**src/rtl/ttt_game_engine.sv**
```systemverilog
// NxN, K-in-a-row two-player game engine: debounced commit buttons, turn control,
// illegal-move rejection, board storage, win/draw detection and new-game restart.
module ttt_game_engine #(
   parameter int N          = 3,
   parameter int K          = 3,
   parameter int DEB_CYCLES = 16,
   parameter int PW         = $clog2(N*N)
) (
   input  logic              clk,
   input  logic              reset,
   input  logic              playin1,
   input  logic              playin2,
   input  logic              new_game,
   input  logic [PW-1:0]     position,
   output logic [2*N*N-1:0]  board,
   output logic [1:0]        win,
   output logic              turn,
   output logic              illegal,
   output logic              busy
);

   localparam int CELLS = N*N;
   localparam int CW    = $clog2(CELLS+1);
   localparam int DW    = $clog2(DEB_CYCLES);

   typedef enum logic [1:0] {S_WAIT, S_CHECK, S_OVER} state_t;

   state_t             r_state, w_stateNext;
   logic [2*CELLS-1:0] r_board, w_boardNext;
   logic [1:0]         r_win, w_winNext;
   logic               r_turn, w_turnNext;
   logic               r_illegal, w_illegalNext;
   logic [CW-1:0]      r_cnt, w_cntNext;

   logic [1:0]         r_sync1, r_sync2, r_deb, r_pulse;
   logic [DW-1:0]      r_debCnt [2];
   logic [1:0]         w_raw;

   logic [1:0]         w_cell;
   logic               w_inRange;
   logic               w_found;
   logic [1:0]         w_mover;
   logic               w_rightPlayer;

   assign w_raw = {playin2, playin1};

   // Debounced level flips only after DEB_CYCLES consecutive differing samples
   always_ff @(posedge clk or negedge reset) begin
      if (!reset) begin
         r_sync1 <= '0;
         r_sync2 <= '0;
         r_deb   <= '0;
         r_pulse <= '0;
         for (int i = 0; i < 2; i++) r_debCnt[i] <= '0;
      end else begin
         r_sync1 <= w_raw;
         r_sync2 <= r_sync1;
         for (int i = 0; i < 2; i++) begin
            r_pulse[i] <= 1'b0;
            if (r_sync2[i] != r_deb[i]) begin
               if (r_debCnt[i] == DW'(DEB_CYCLES-1)) begin
                  r_deb[i]    <= r_sync2[i];
                  r_debCnt[i] <= '0;
                  r_pulse[i]  <= r_sync2[i];
               end else begin
                  r_debCnt[i] <= r_debCnt[i] + DW'(1);
               end
            end else begin
               r_debCnt[i] <= '0;
            end
         end
      end
   end

   function automatic logic runAt(input logic [2*CELLS-1:0] b, input logic [1:0] code,
                                  input int r, input int c, input int dr, input int dc);
      logic ok;
      int   rEnd, cEnd;
      ok   = 1'b1;
      rEnd = r + (K-1)*dr;
      cEnd = c + (K-1)*dc;
      if (rEnd < 0 || rEnd >= N || cEnd < 0 || cEnd >= N) begin
         ok = 1'b0;
      end else begin
         for (int k = 0; k < K; k++)
            if (b[2*((r+k*dr)*N + (c+k*dc)) +: 2] != code) ok = 1'b0;
      end
      return ok;
   endfunction

   // The player who just moved is the opposite of the (already toggled) turn
   assign w_mover = r_turn ? 2'b01 : 2'b10;

   always_comb begin
      w_found = 1'b0;
      for (int r = 0; r < N; r++)
         for (int c = 0; c < N; c++)
            if (runAt(r_board, w_mover, r, c, 0, 1) || runAt(r_board, w_mover, r, c, 1, 0) ||
                runAt(r_board, w_mover, r, c, 1, 1) || runAt(r_board, w_mover, r, c, 1, -1))
               w_found = 1'b1;
   end

   always_comb begin
      w_cell = 2'b00;
      for (int i = 0; i < CELLS; i++)
         if (position == PW'(i)) w_cell = r_board[2*i +: 2];
   end

   assign w_inRange     = int'(position) < CELLS;
   assign w_rightPlayer = r_pulse[0] ? ~r_turn : r_turn;

   always_comb begin
      w_stateNext   = r_state;
      w_boardNext   = r_board;
      w_winNext     = r_win;
      w_turnNext    = r_turn;
      w_cntNext     = r_cnt;
      w_illegalNext = 1'b0;
      case (r_state)
         S_WAIT: begin
            if (r_pulse[0] || r_pulse[1]) begin
               if ((r_pulse[0] ^ r_pulse[1]) && w_rightPlayer && w_inRange && w_cell == 2'b00) begin
                  for (int i = 0; i < CELLS; i++)
                     if (position == PW'(i)) w_boardNext[2*i +: 2] = r_turn ? 2'b10 : 2'b01;
                  w_turnNext  = ~r_turn;
                  w_cntNext   = r_cnt + CW'(1);
                  w_stateNext = S_CHECK;
               end else begin
                  w_illegalNext = 1'b1;
               end
            end
         end
         S_CHECK: begin
            if (w_found) begin
               w_winNext   = w_mover;
               w_stateNext = S_OVER;
            end else if (r_cnt == CW'(CELLS)) begin
               w_winNext   = 2'b11;
               w_stateNext = S_OVER;
            end else begin
               w_stateNext = S_WAIT;
            end
         end
         S_OVER:  w_stateNext = S_OVER;
         default: w_stateNext = S_WAIT;
      endcase
      // Restart overrides any move decided in the same cycle
      if (new_game) begin
         w_boardNext   = '0;
         w_winNext     = 2'b00;
         w_turnNext    = 1'b0;
         w_cntNext     = '0;
         w_illegalNext = 1'b0;
         w_stateNext   = S_WAIT;
      end
   end

   always_ff @(posedge clk or negedge reset) begin
      if (!reset) begin
         r_state   <= S_WAIT;
         r_board   <= '0;
         r_win     <= 2'b00;
         r_turn    <= 1'b0;
         r_illegal <= 1'b0;
         r_cnt     <= '0;
      end else begin
         r_state   <= w_stateNext;
         r_board   <= w_boardNext;
         r_win     <= w_winNext;
         r_turn    <= w_turnNext;
         r_illegal <= w_illegalNext;
         r_cnt     <= w_cntNext;
      end
   end

   assign board   = r_board;
   assign win     = r_win;
   assign turn    = r_turn;
   assign illegal = r_illegal;
   assign busy    = (r_state == S_CHECK);

endmodule

```
**config.mk**
```make
export PLATFORM = sky130hd
export DESIGN_NAME = ttt_game_engine
export DESIGN_NICKNAME = d
export VERILOG_FILES = /design/src/rtl/ttt_game_engine.sv
export SDC_FILE = /design/constraint.sdc
export NUM_CORES = 1
export LEC_CHECK = 0
export ABC_AREA = 1
export CAP_MARGIN = 40
export CORE_UTILIZATION = 40
export CTS_BUF_LIST = sky130_fd_sc_hd__clkbuf_2 sky130_fd_sc_hd__clkbuf_4 sky130_fd_sc_hd__clkbuf_8
export CTS_CLUSTER_DIAMETER = 30
export CTS_CLUSTER_SIZE = 40
export DETAILED_ROUTE_END_ITERATION = 16
export PLACE_DENSITY_LB_ADDON = 0.3
export SKIP_LAST_GASP = 1
export SYNTH_ARGS = -nofsm -noshare
export SYNTH_HDL_FRONTEND = slang
export SYNTH_SLANG_ARGS = --single-unit
export TNS_END_PERCENT = 100
```
**constraint.sdc**
```tcl
create_clock -name clk -period 2.1 [get_ports clk]
set_input_delay 0.42 -clock clk [delete_from_list [all_inputs] [get_ports clk]]
set_output_delay 0.42 -clock clk [all_outputs]
set_load 0.03 [all_outputs]
```
==> results of run 1 <==
==> placed cells by master, fill, tap and decap left out, types with 4 or more instances in the layout <==
master	netlist	final
nand2_1	101	101
dfrtp_1	44	44
inv_1	42	42
nor2_1	40	39
clkdlybuf4s50_1	0	29
buf_4	0	29
nand4_1	25	25
nand3_1	18	18
a21oi_1	17	17
o21ai_0	10	10
inv_2	6	6
o21ai_1	6	6
ha_1	5	5
clkbuf_8	0	5
nor2_2	3	4
nand2_2	4	4
==> cell type report <==
class,instances,area share [%]
inverters,49,5.60
multi-input cells,250,38.0
well taps,75,2.86
flip-flops and latches,44,33.5
clock buffers,5,2.09
clock inverters,3,1.45
repair buffers,61,16.5
==> flip-flops by register name, summed over array words and instances (netlist names) <==
signal    count
r_sync1       2
board        18
illegal       1
win           2
turn          1
r_pulse       2
r_state       2
r_deb         2
r_cnt         4
r_debCnt      8
r_sync2       2
==> report_power, final <==
part | leakage (nW) | internal, mW | switching [mW]
registers | 0.590 | 0.900 | 0.0587
clock network | 0.0583 | 0.359 | 0.311
logic | 1.03 | 0.203 | 0.334
==> worst register-to-register path: stages (launching register included) <==
cell and delay (ns):
dfrtp_1 0.54, inv_2 0.19, a21oi_1 0.38, nand2_1 0.11, nand2_1 0.08, nand2_1 0.06, nand2_1 0.08, nor2_1 0.05
nand4_1 0.10, o21ai_1 0.10, nand2_1 0.07, nand2_1 0.04
==> how the worst max path moves through the flow <==
stage / slack [ns] / cells after the start / start / to
after floorplan: 0.32 / 12 / turn / win[0]
after global placement: -0.13 / 13 / position[3] / board[3]
after detailed placement: -0.15 / 14 / position[3] / board[4]
after CTS: 0.1 / 1 / turn / turn
after global routing: 0.003 / 13 / position[3] / board[3]
final: 0.10 / 1 / turn / turn
==> layer usage <==
metal / wire length (um) / vias to the layer above / GRT usage, % / share of wire, %
met3: 264 / 9 / 3.52 / 4.4
met1: 2900 / 1156 / 26.9 / 48
met4: 86 / 0 / 7.54 / 1.4
met2: 2760 / 60 / 31.6 / 46
li1: - / 1242 / - / -
met5: 0 / - / 0 / 0
==> timing repair <==
action                     4_1_cts  5_1_grt
resized for setup                1        1
pin swaps                        0        1
gates cloned                     0        0
setup endpoints to repair        1        5
==> cells by family after synthesis <==
kind of cell,Yosys count
simple gates,200
buf+inv,56
compound gates,39
xor+xnor,6
fa+ha+maj,5
flops,44
==> results.md, run 1 <==
- # rows: 28
- Ys async rst share: 100%
- Adder-Cell Fraction of Synth Area: 2.44%
- Post-cts hold buffer count: 0
- TritonRoute pass-1 iters: 4
- Avg Cell Area, Syn: 7.34 um^2
- CP Data Arrival Time: 1.58 ns
- Reg-to-reg setup timing slack: 0.21 ns
- Post-route cell area: 3290 um^2
- Post-Syn Area: 2570 um^2
- Final Slew Violations: 0
- RSZ-0062 raised after global routing: no
- Max stage delay cell, worst path: clkdlybuf4s50_1
- Synth top area share: 42.9%
- Fin. Hold Viols: 0
- Top cells by count, synth: nand2_1 (101), dfrtp_1 (44), inv_1 (42)
- Worst setup EP type: primary output
- Sequential cell area: 1100 um^2
- Placed Instances: 479
- Multi-input logic area: 1250 um^2
- # clock sinks: 44
- I/O pin count: 32
- Remaining antenna violation count: 0
- CTS Buf Count: 5
- Max stage delay on crit path: 0.74 ns
- Min Tclk post-route: 2.00 ns
- Slew @ Worst Pin: 0.700 ns
- Gr usage total: 19.9%
- Non-filler cells, final: 487
- Syn Inst Count: 350
- # diodes: 0
- Layout cells sized above 1: 16.0%
- Synthesized flop and latch total: 44
- Nets: 425
- Die span in x: 82.1 um
- Clock slew at reported path FFs: 0.09 ns
- Worst slew margin: 53.1%
- Placed cell area: 3170 um^2
- Max-Cap Viols: 0
- Simple-gate share of the synthesized area: 35.2%
- Crit path max-delay family: buffers and inverters
- Pre-CTS WS: -0.154 ns
- Fill cell count: 596
- # DRC: 0
- Crit Path Max Fanout: 8
- Via Count: 2467
- Postcts setup bufs: 0
- Largest cells by area after synthesis: dfrtp_1 (43%), nand2_1 (15%), inv_1 (6.1%)
- YS warnings: 0
- Hold slack: 0.177 ns
- Drt total wl: 6010 um
- Critical setup path kind: reg -> out
- Worst path required time: 1.68 ns
- Largest net degree at the start of global routing: 45
- Worst Path Buf+Inv: 1
- Clock Latency Late Sink: 0.30 ns
- Fmax: 500 MHz
- Critical Path, Cell by Cell: clkdlybuf4s50_1
- Iter 0 DRT Violations: 111
- Post-synthesis cell type count: 29
- Post-Synth XOR/XNOR Area: 2.05%
- Worst setup skew after layout: 0.00484 ns
- P_leak: 1.67 nW
- Gp weighted congestion: 0.885
- Fin worst setup slack: 0.101 ns
- Synth Net Count: 364
- CTS Buffer Depth: 2
- Min-delay worst type: in -> async
- Final setup vio count: 0
- Die Footprint: 6740 um^2
- Post-synth top area cell: dfrtp_1
- Final Total Pwr: 2.16 mW
- DR vias/cell: 5.07
- Fin crit share: 95.2%
- Reg-to-Reg End: win[1]
- Total number of H-tree levels: 2
- Fin Setup TNS: 0 ns
- Outcome: completed
- Main combinational cell family by area after synthesis: simple AND/OR/NAND/NOR gates
- DP HPWL: 4520 um
- Synth Area in Compound Gates: 8.87%
- CTS tree: done
- Grt total ovfl: 0
- Most common cell in the netlist: nand2_1
- Main synth FF type: dfrtp_1
- Post-Route Utilization: 54.2%
- Mux cell area share after synthesis: 0%
- Layout area overhead: 28.0%
- Vias in the first global route: 2286
- Clk root buf: clkbuf_8
- Register area share after synthesis: 42.9%
- Post-DR wirelength/cell: 12.3 um
- Power per cell area: 659 nW/um^2
- Maximum VDD drop: 370 uV
- Startpoint types: flip-flop
- Starting density of the core: 42.4%
- Initial antenna violation count: 0
- Post-synth EDFFs: 0
- Worst r2r src: turn
- IO buf count: 31
- Die Ht: 82.1 um
- First-pass GRT wire length: 10100 um
- FF-to-FF path depth: 11
- Core area: 6060 um^2
Power figures use the tool's default switching activity.
==> run 2, diff against run 1 <==
--- a/config.mk
+++ b/config.mk
@@ -6,7 +6,6 @@
 export NUM_CORES = 1
 export LEC_CHECK = 0
 export ABC_AREA = 1
-export CAP_MARGIN = 40
 export CORE_UTILIZATION = 40
 export CTS_BUF_LIST = sky130_fd_sc_hd__clkbuf_2 sky130_fd_sc_hd__clkbuf_4 sky130_fd_sc_hd__clkbuf_8
 export CTS_CLUSTER_DIAMETER = 30
==> results of run 2 <==
No change in the layout: final DEF, timing and power equal those of run 1.
